[src/rtl/z80_bus_cycle_decoder_if.sv]
// z80_bus_cycle_decoder_if: Z80 wrapper strobes/data plus memory/IO fabric req/ack bundle
interface z80_bus_cycle_decoder_if;
  logic        m1_n;
  logic        mreq_n;
  logic        iorq_n;
  logic        rd_n;
  logic        wr_n;
  logic [15:0] A;
  logic [7:0]  dout;
  logic [7:0]  di;
  logic        req;
  logic [2:0]  req_type;
  logic [15:0] req_addr;
  logic [7:0]  req_wdata;
  logic        ack;
  logic [7:0]  rdata;
  logic        timeout;
  modport master (
    output m1_n, mreq_n, iorq_n, rd_n, wr_n, A, dout, ack, rdata,
    input  di, req, req_type, req_addr, req_wdata, timeout
  );
  modport slave (
    input  m1_n, mreq_n, iorq_n, rd_n, wr_n, A, dout, ack, rdata,
    output di, req, req_type, req_addr, req_wdata, timeout
  );
endinterface

[src/rtl/z80_bus_cycle_decoder.sv]
// z80_bus_cycle_decoder: synchronises Z80 strobes, classifies bus cycles and runs one fabric req/ack per cycle
module z80_bus_cycle_decoder #(
  parameter int         SYNC_STAGES = 2,
  parameter int         TIMEOUT     = 255,
  parameter logic [7:0] IDLE_BUS    = 8'hFF
) (
  input logic clk,
  input logic rst,
  z80_bus_cycle_decoder_if.slave bus
);
  localparam int SW = 5 * SYNC_STAGES;
  localparam logic [1:0] S_IDLE = 2'd0;
  localparam logic [1:0] S_REQ  = 2'd1;
  localparam logic [1:0] S_HOLD = 2'd2;
  logic [SW-1:0] sync_q;
  logic m1_s, mreq_s, iorq_s, rd_s, wr_s;
  logic [1:0] state_q, state_d;
  logic [7:0] cnt_q, cnt_d;
  logic [2:0] fill_q, fill_d;
  logic armed_q, armed_d;
  logic req_q, req_d;
  logic [2:0] type_q, type_d;
  logic [15:0] addr_q, addr_d;
  logic [7:0] wdata_q, wdata_d;
  logic [7:0] di_q, di_d;
  logic to_q, to_d;
  logic dec_int, dec_mrd, dec_mwr, dec_ird, dec_iwr, dec_any;
  logic [2:0] dec_type;
  logic fill_done, expired, is_read;
  assign {m1_s, mreq_s, iorq_s, rd_s, wr_s} = sync_q[SW-1 -: 5];
  assign dec_int = !iorq_s & !m1_s;
  assign dec_mrd = !mreq_s & !rd_s;
  assign dec_mwr = !mreq_s & !wr_s;
  assign dec_ird = !iorq_s & !rd_s & m1_s;
  assign dec_iwr = !iorq_s & !wr_s;
  assign dec_any = dec_int | dec_mrd | dec_mwr | dec_ird | dec_iwr;
  assign dec_type = dec_int ? 3'd4 : dec_mrd ? 3'd0 : dec_mwr ? 3'd1 : dec_ird ? 3'd2 : 3'd3;
  assign fill_done = fill_q == 3'(SYNC_STAGES);
  assign expired = ({1'b0, cnt_q} + 9'd1) >= 9'(TIMEOUT);
  assign is_read = (type_q == 3'd0) | (type_q == 3'd2);
  assign fill_d = fill_done ? fill_q : fill_q + 3'd1;
  // Arming waits until the synchroniser holds only post-reset samples, so presets cannot fake an idle bus
  assign armed_d = armed_q | (fill_done & mreq_s & iorq_s & rd_s & wr_s);
  always_comb begin
    state_d = state_q;
    cnt_d = 8'd0;
    req_d = req_q;
    type_d = type_q;
    addr_d = addr_q;
    wdata_d = wdata_q;
    di_d = di_q;
    to_d = 1'b0;
    if (state_q == S_IDLE) begin
      if (armed_q && dec_any) begin
        type_d = dec_type;
        addr_d = bus.A;
        wdata_d = bus.dout;
        req_d = !dec_int;
        state_d = dec_int ? S_HOLD : S_REQ;
        di_d = dec_int ? IDLE_BUS : di_q;
      end
    end else if (state_q == S_REQ) begin
      cnt_d = (cnt_q == 8'hFF) ? cnt_q : cnt_q + 8'd1;
      if (bus.ack || expired) begin
        cnt_d = 8'd0;
        req_d = 1'b0;
        to_d = !bus.ack;
        state_d = S_HOLD;
        di_d = !is_read ? di_q : bus.ack ? bus.rdata : IDLE_BUS;
      end
    end else begin
      state_d = (mreq_s && iorq_s) ? S_IDLE : state_q;
    end
  end
  always_ff @(posedge clk) begin
    if (rst) begin
      sync_q <= '1;
      state_q <= S_IDLE;
      cnt_q <= 8'd0;
      fill_q <= 3'd0;
      armed_q <= 1'b0;
      req_q <= 1'b0;
      type_q <= 3'd0;
      addr_q <= 16'd0;
      wdata_q <= 8'd0;
      di_q <= 8'hFF;
      to_q <= 1'b0;
    end else begin
      sync_q <= {sync_q[SW-6:0], bus.m1_n, bus.mreq_n, bus.iorq_n, bus.rd_n, bus.wr_n};
      state_q <= state_d;
      cnt_q <= cnt_d;
      fill_q <= fill_d;
      armed_q <= armed_d;
      req_q <= req_d;
      type_q <= type_d;
      addr_q <= addr_d;
      wdata_q <= wdata_d;
      di_q <= di_d;
      to_q <= to_d;
    end
  end
  assign bus.di = di_q;
  assign bus.req = req_q;
  assign bus.req_type = type_q;
  assign bus.req_addr = addr_q;
  assign bus.req_wdata = wdata_q;
  assign bus.timeout = to_q;
endmodule

[src/flat_wrapper.sv]
// flat-port wrapper written by rule: the top's interface ports become plain ports
module z80_bus_cycle_decoder_flat 
#(
  parameter int         SYNC_STAGES = 2,
  parameter int         TIMEOUT     = 255,
  parameter logic [7:0] IDLE_BUS    = 8'hFF
)
  (clk, rst, bus_m1_n, bus_mreq_n, bus_iorq_n, bus_rd_n, bus_wr_n, bus_A, bus_dout, bus_ack, bus_rdata, bus_di, bus_req, bus_req_type, bus_req_addr, bus_req_wdata, bus_timeout);
  z80_bus_cycle_decoder_if bus_i ();
  input logic clk;
  input logic rst;
  input wire logic [$bits(bus_i.m1_n)-1:0] bus_m1_n;
  input wire logic [$bits(bus_i.mreq_n)-1:0] bus_mreq_n;
  input wire logic [$bits(bus_i.iorq_n)-1:0] bus_iorq_n;
  input wire logic [$bits(bus_i.rd_n)-1:0] bus_rd_n;
  input wire logic [$bits(bus_i.wr_n)-1:0] bus_wr_n;
  input wire logic [$bits(bus_i.A)-1:0] bus_A;
  input wire logic [$bits(bus_i.dout)-1:0] bus_dout;
  input wire logic [$bits(bus_i.ack)-1:0] bus_ack;
  input wire logic [$bits(bus_i.rdata)-1:0] bus_rdata;
  output wire logic [$bits(bus_i.di)-1:0] bus_di;
  output wire logic [$bits(bus_i.req)-1:0] bus_req;
  output wire logic [$bits(bus_i.req_type)-1:0] bus_req_type;
  output wire logic [$bits(bus_i.req_addr)-1:0] bus_req_addr;
  output wire logic [$bits(bus_i.req_wdata)-1:0] bus_req_wdata;
  output wire logic [$bits(bus_i.timeout)-1:0] bus_timeout;
  assign bus_i.m1_n = bus_m1_n;
  assign bus_i.mreq_n = bus_mreq_n;
  assign bus_i.iorq_n = bus_iorq_n;
  assign bus_i.rd_n = bus_rd_n;
  assign bus_i.wr_n = bus_wr_n;
  assign bus_i.A = bus_A;
  assign bus_i.dout = bus_dout;
  assign bus_i.ack = bus_ack;
  assign bus_i.rdata = bus_rdata;
  assign bus_di = bus_i.di;
  assign bus_req = bus_i.req;
  assign bus_req_type = bus_i.req_type;
  assign bus_req_addr = bus_i.req_addr;
  assign bus_req_wdata = bus_i.req_wdata;
  assign bus_timeout = bus_i.timeout;
  z80_bus_cycle_decoder #(.SYNC_STAGES(SYNC_STAGES), .TIMEOUT(TIMEOUT), .IDLE_BUS(IDLE_BUS)) u_core (.clk(clk), .rst(rst), .bus(bus_i));
endmodule
[config.mk]
export PLATFORM = sky130hd
export DESIGN_NAME = z80_bus_cycle_decoder_flat
export DESIGN_NICKNAME = d
export VERILOG_FILES = /design/src/rtl/z80_bus_cycle_decoder_if.sv /design/src/rtl/z80_bus_cycle_decoder.sv /design/src/flat_wrapper.sv
export SDC_FILE = /design/constraint.sdc
export NUM_CORES = 1
export LEC_CHECK = 0
export ABC_AREA = 0
export ABC_CLOCK_PERIOD_IN_PS = 2200
export CAP_MARGIN = 30
export CORE_MARGIN = 5
export CORE_UTILIZATION = 41
export CTS_CLUSTER_DIAMETER = 50
export CTS_CLUSTER_SIZE = 16
export DETAILED_ROUTE_END_ITERATION = 10
export PLACE_DENSITY = 0.69
export SLEW_MARGIN = 10
export SYNTH_ARGS = -nofsm -noshare
export SYNTH_HDL_FRONTEND = slang
export SYNTH_SLANG_ARGS = --single-unit
[constraint.sdc]
create_clock -name clk -period 2.2 [get_ports clk]
set_clock_uncertainty 0.1 [all_clocks]
set_input_delay 0.44 -clock clk [delete_from_list [all_inputs] [get_ports clk]]
set_output_delay 0.44 -clock clk [all_outputs]
set_load 0.03 [all_outputs]
==> metrics.cfg, run 1 <==
[status]
outcome = finished, final reports clean

[timing]
period_minus_slack_ns = 1.98
period_share = 0.899
hold_ws_ns = 0.306
hold_violations = 0
worstMarginPinSlew_ns = 0.572
rsz0062_at_grt = false
fmax_ghz = 0.506
max-slew-margin-rel = 0.618
slew_viol_final = 0
tns_ns = 0
setup_viol = 0
worst_slack_ns = 0.223

[critical_path]
required_ns = 2.29
crit_top_cell = and4_4
reg2reg_from = u_core.cnt_q[0]
rr_worst_depth = 6
start_kind = flip-flop
critPathCaptureType = flip-flop
path_cells = ha_1 > and4_4 > and4_4 > or2_4 > o2111ai_4 > a21oi_1
cp_top_family = simple AND/OR/NAND/NOR gates
reg2reg_to = u_core.bus.di[7]
r2r_setup_slack_ns = 0.22
critPathArrivalTime_ns = 2.07
critPathMaxStageDelay_ns = 0.36
crit_slowest_cell = dfxtp_1
path_class = reg2reg
path_max_fanout = 8
critPathBufInv = 0

[global_routing]
grt_max_degree = 30
grt_usage = 0.149
antenna_found_initial = 0
grt_pass1_wl_mm = 8.82
first_global_vias = 1936
grt_overflow = 0

[cts]
cts_setup_buffers = 0
clock_sinks = 61
clock_latency_ns = 0.32
numCtsBuffers = 9
cts_tree = built
clk_pin_slew_worst_paths_ns = 0.07
root_buffer = clkbuf_8
cts_resized = 0
cts_htree_levels = 3
clock_path_buffers = 2
hold_buffers = 0

[yosys]
synth_top_area_cell = dfxtp_1
netlist_top_cells_area = dfxtp_1 51%, nand2_1 8.7%, a21oi_1 8.4%
synthCells = 274
synth_warnings = 0
synth-seq-area-share = 0.514
yosys-top-cells-count = 61 x dfxtp_1, 55 x nand2_1, 40 x a21oi_1
syn_nets = 318
ys_types = 41
ys_seq_elements = 61
async_flop_share = 0
syn-cell-area_mm2 = 0.00237
synth-edff-count = 0
synth.most_common_cell = dfxtp_1
yosys.area.top_type_share = 0.514
avgSynthCellArea_um2 = 8.66
ys.flop_type = dfxtp_1

[floorplan]
row_count = 27
initial_core_util = 0.426
fp.dieH_um = 86.1
die_w_um = 86.1
core_mm2 = 0.00557
fp.dieArea_mm2 = 0.00741
pin_count = 77

[layout]
area_delta_synth_final_pct = 41.2
diodes = 0
nFillCells = 510
finalCoreUtilization = 0.601
fin_nets = 396
drive_gt1_frac = 0.107

[route]
drtIter0Drc = 101
drc = 0
num_vias = 2083
dr.pass1.iters = 4
wire_per_inst_um = 12.4
ant_nets = 0
drt_wl_total_mm = 5.29
viasPerCell = 4.88

[placed_design]
dp_hpwl_mm = 3.76
place_congestion = 0.772
dp_slack_ns = 0.230
portBuffers = 76

[run]
maxCapViolations = 0

[pwr]
ir_worst_vdd_v = 0.000386
p_leak_nw = 1.18
total_power_w = 0.00222
p_per_area_mw_per_mm2 = 663

[min_path]
min-delay-start = u_core.sync_q[2]
min_to = u_core.sync_q[7]
min_path_type = reg2reg
hold_depth = 1

## cell type report
| cell class | count | area (um^2) | area share |
|---|---|---|---|
| repair buffers | 80 | 786 | 0.234 |
| inverters | 5 | 18.8 | 0.00560 |
| clock buffers | 12 | 155 | 0.0463 |
| multi-input cells | 195 | 1070 | 0.320 |
| well taps | 72 | 90.1 | 0.0269 |
| flip-flops and latches | 61 | 1220 | 0.364 |
| clock inverters | 2 | 10.0 | 0.00299 |
## sequential cells by signal (all words and copies together), names as in the netlist
signal and cells:
u_core.state_q 2, u_core.bus.di 8, u_core.bus.req_type 3, u_core.cnt_q 8
u_core.armed_q 1, u_core.bus.req_addr 16, u_core.sync_q 10, u_core.bus.req 1
u_core.fill_q 3, u_core.bus.timeout 1, u_core.bus.req_wdata 8
## metal layers
layer	global-route usage	vias to the layer above	routed length, um
met1	0.174	952	2390
met2	0.248	54	2550
met3	0.0576	2	325
met4	0.0489	0	20
met5	0	-	0
li1	-	1075	-
## worst max path at each step
stage | startpoint | to | slack, ns | cells past startpoint
2_1_floorplan | u_core.cnt_q[0] | u_core.bus.req | 0.28 | 7
3_3_place_gp | u_core.cnt_q[0] | u_core.bus.di[5] | 0.27 | 6
3_5_place_dp | u_core.cnt_q[0] | u_core.bus.di[4] | 0.23 | 6
4_1_cts | u_core.cnt_q[0] | u_core.bus.di[0] | 0.22 | 6
5_1_grt | u_core.cnt_q[0] | u_core.bus.di[7] | 0.12 | 6
6_report | u_core.cnt_q[0] | u_core.bus.di[7] | 0.22 | 6
## where the power goes
part           internal [W]  switching [W]
logic              0.000125      0.0000950
registers           0.00115      0.0000262
clock network      0.000454       0.000378
## cells in the final DEF (no fill, tap or decap), types with 2 or more instances in the layout
cell type | synthesis | routed
dfxtp_1 | 61 | 61
ha_1 | 4 | 4
buf_4 | 0 | 4
inv_1 | 5 | 5
clkbuf_8 | 0 | 11
nand2_1 | 55 | 55
or2_2 | 11 | 11
clkdlybuf4s50_1 | 0 | 75
nor3_1 | 14 | 14
a21oi_1 | 40 | 40
nor2b_1 | 2 | 2
xnor2_1 | 6 | 6
nand3_1 | 5 | 5
and2_1 | 3 | 3
clkinv_2 | 0 | 2
nand2b_1 | 2 | 2
and4_4 | 2 | 2
o21ai_0 | 5 | 5
nor2_1 | 23 | 23
## through the flow
stage	cells	area [um^2]
finish	427	3350
global placement	413	3190
global route	427	3350
floorplan	274	2370
CTS	427	3350
detailed placement	413	3190
## cell families after synthesis
family,after synthesis,synth area share
compound gates,62,0.167
xor+xnor,7,0.0258
fa+ha+maj,4,0.0211
buf+inv,18,0.0343
flops,61,0.514
simple gates,122,0.237
(Power assumes the default switching activity.)
==> run 2: changes to the inputs <==
--- a/config.mk
+++ b/config.mk
@@ -8,12 +8,14 @@
 export ABC_AREA = 0
 export ABC_CLOCK_PERIOD_IN_PS = 2200
 export CAP_MARGIN = 30
+export CELL_PAD_IN_SITES_DETAIL_PLACEMENT = 1
+export CELL_PAD_IN_SITES_GLOBAL_PLACEMENT = 1
 export CORE_MARGIN = 5
-export CORE_UTILIZATION = 41
+export CORE_UTILIZATION = 33
 export CTS_CLUSTER_DIAMETER = 50
 export CTS_CLUSTER_SIZE = 16
 export DETAILED_ROUTE_END_ITERATION = 10
-export PLACE_DENSITY = 0.69
+export PLACE_DENSITY = 0.76
 export SLEW_MARGIN = 10
 export SYNTH_ARGS = -nofsm -noshare
 export SYNTH_HDL_FRONTEND = slang
==> metrics.cfg, run 2 (same netlist as run 1, synthesis figures left out) <==
[floorplan]
die_w_um = 94.8  ; +10%
fp.dieArea_mm2 = 0.00899  ; +21%
row_count = 31  ; +15%
fp.dieH_um = 94.8  ; +10%
core_mm2 = 0.00714  ; +28%
pin_count = 77  ; unchanged
initial_core_util = 0.333  ; -0.0932

[layout]
drive_gt1_frac = 0.109  ; +0.00220
finalCoreUtilization = 0.474  ; -0.128
regArea_mm2 = 0.00122  ; unchanged
nFillCells = 870  ; +71%
multiInputGateArea_mm2 = 0.00107  ; unchanged
final_common_cell = clkdlybuf4s50_1
area_delta_synth_final_pct = 42.4
layout_common_cells = 75 x clkdlybuf4s50_1, 61 x dfxtp_1, 55 x nand2_1
largest_register_ff_count = 16  ; unchanged
diodes = 0  ; unchanged
fin_nets = 396  ; unchanged

[cts]
cts_resized = 0  ; unchanged
root_buffer = clkbuf_8
clock_path_buffers = 2  ; unchanged
clk_pin_slew_worst_paths_ns = 0.07  ; about the same
cts_tree = built
clock_latency_ns = 0.33  ; about the same
cts_setup_buffers = 0  ; unchanged
cts_htree_levels = 3  ; unchanged
clock_sinks = 61  ; unchanged
hold_buffers = 0  ; unchanged
numCtsBuffers = 9  ; unchanged

[route]
wire_per_inst_um = 13.5  ; +9.2%
dr.pass1.iters = 3  ; -1
drt_wl_total_mm = 6.17  ; +17%
drc = 0  ; unchanged
num_vias = 2125  ; +2.0%
viasPerCell = 4.66  ; -4.5%
ant_nets = 0  ; unchanged
drtIter0Drc = 41  ; -59%

[critical_path]
r2r_setup_slack_ns = 0.20  ; -0.02 ns
path_class = reg2reg
critPathMaxStageDelay_ns = 0.37  ; about the same
cp.depth = 6  ; unchanged
start_kind = flip-flop
cp_top_family = simple AND/OR/NAND/NOR gates
endpoint = u_core.bus.di[7]
crit_slowest_cell = dfxtp_1
path_max_fanout = 8  ; unchanged
reg2reg_from = u_core.cnt_q[0]
path_cells = ha_1 > and4_4 > and4_4 > or2_4 > o2111ai_4 > a21oi_1
critPathArrivalTime_ns = 2.10  ; +0.03 ns
startpoint = u_core.cnt_q[0]
critPathBufInv = 0  ; unchanged
required_ns = 2.30  ; about the same
critPathCaptureType = flip-flop
rr_worst_depth = 6  ; unchanged
crit_top_cell = and4_4
reg2reg_to = u_core.bus.di[7]

[timing]
worstMarginPinSlew_ns = 0.504  ; -0.0685 ns
max-slew-margin-rel = 0.664  ; +0.0457
slew_viol_final = 0  ; unchanged
fmax_ghz = 0.500  ; -1.1%
tns_ns = 0  ; unchanged
period_minus_slack_ns = 2.00  ; +0.0210 ns
period_share = 0.908  ; +0.00954
hold_violations = 0  ; unchanged
rsz0062_at_grt = false
setup_viol = 0  ; unchanged

[global_routing]
use_met1 = 0.162  ; -0.0120
grt_usage = 0.142  ; -0.00625
grt_max_degree = 53  ; +77%
use_met2 = 0.248  ; -0.000275
antenna_found_initial = 0  ; unchanged
first_global_vias = 2211  ; +14%
grt_overflow = 0  ; unchanged
top_usage_layer = met2
grt_pass1_wl_mm = 10.0  ; +13%
globalRouteMet3Util = 0.0438  ; -0.0138

[placed_design]
place_congestion = 0.790  ; +2.3%
portBuffers = 76  ; unchanged
dp_hpwl_mm = 4.48  ; +19%

[min_path]
min_path_type = reg2reg

[pwr]
p_leak_nw = 1.18  ; -0.50%
p_per_area_mw_per_mm2 = 654  ; -1.4%
ir_worst_vdd_v = 0.000432  ; +12%

[run]
maxCapViolations = 0  ; unchanged

[status]
outcome = finished, final reports clean

## run 2: cell types whose count changed in the layout (fill, tap and decap cells not counted)
cell,before,now
clkbuf_1,1,2
clkbuf_8,11,9
clkinv_2,2,4
clkinvlp_4,0,1
## run 2: power by group
group	internal [W]	total, W	switching (W)
clock network	0.000401	0.000817	0.000416
registers	0.00114	0.00117	0.0000277
logic	0.000125	0.000222	0.0000973
total	0.00167	0.00221	0.000541
## run 2: per-stage QoR
step / instances / total power, W / hold slack (ns) / setup slack, ns / area (um^2)
after floorplan: 274 / 0.00131 / 0.289 / 0.280 / 2370
after global placement: 440 / 0.00141 / 0.291 / 0.260 / 3220
after detailed placement: 440 / 0.00142 / 0.297 / 0.202 / 3220
after CTS: 456 / 0.00225 / 0.313 / 0.168 / 3380
after global routing: 456 / 0.00233 / 0.333 / 0.0164 / 3380
final: 456 / 0.00221 / 0.309 / 0.202 / 3380
## run 2: how the worst min path moves through the flow
stage	from	to	slack [ns]	cells after the start
2_1_floorplan	u_core.sync_q[0]	u_core.sync_q[5]	0.29	1
3_5_place_dp	u_core.sync_q[2]	u_core.sync_q[7]	0.30	1
3_3_place_gp	u_core.sync_q[0]	u_core.sync_q[5]	0.29	1
6_report	u_core.sync_q[2]	u_core.sync_q[7]	0.31	1
5_1_grt	u_core.sync_q[3]	u_core.sync_q[8]	0.33	1
4_1_cts	u_core.sync_q[2]	u_core.sync_q[7]	0.31	1
## run 2: area by class of cell
class	instances	area share
sequential	61	0.361
multi-input combinational	195	0.317
timing repair buffer	80	0.233
clock buffer	11	0.0389
tap	99	0.0367
clock inverter	5	0.00815
inverter	5	0.00555
## run 2: routing by layer
metal / wire, um / vias to the layer above
li1: - / 1074
met1: 2600 / 1000
met2: 3180 / 44
met3: 301 / 7
met4: 87 / 0
met5: 0 / -
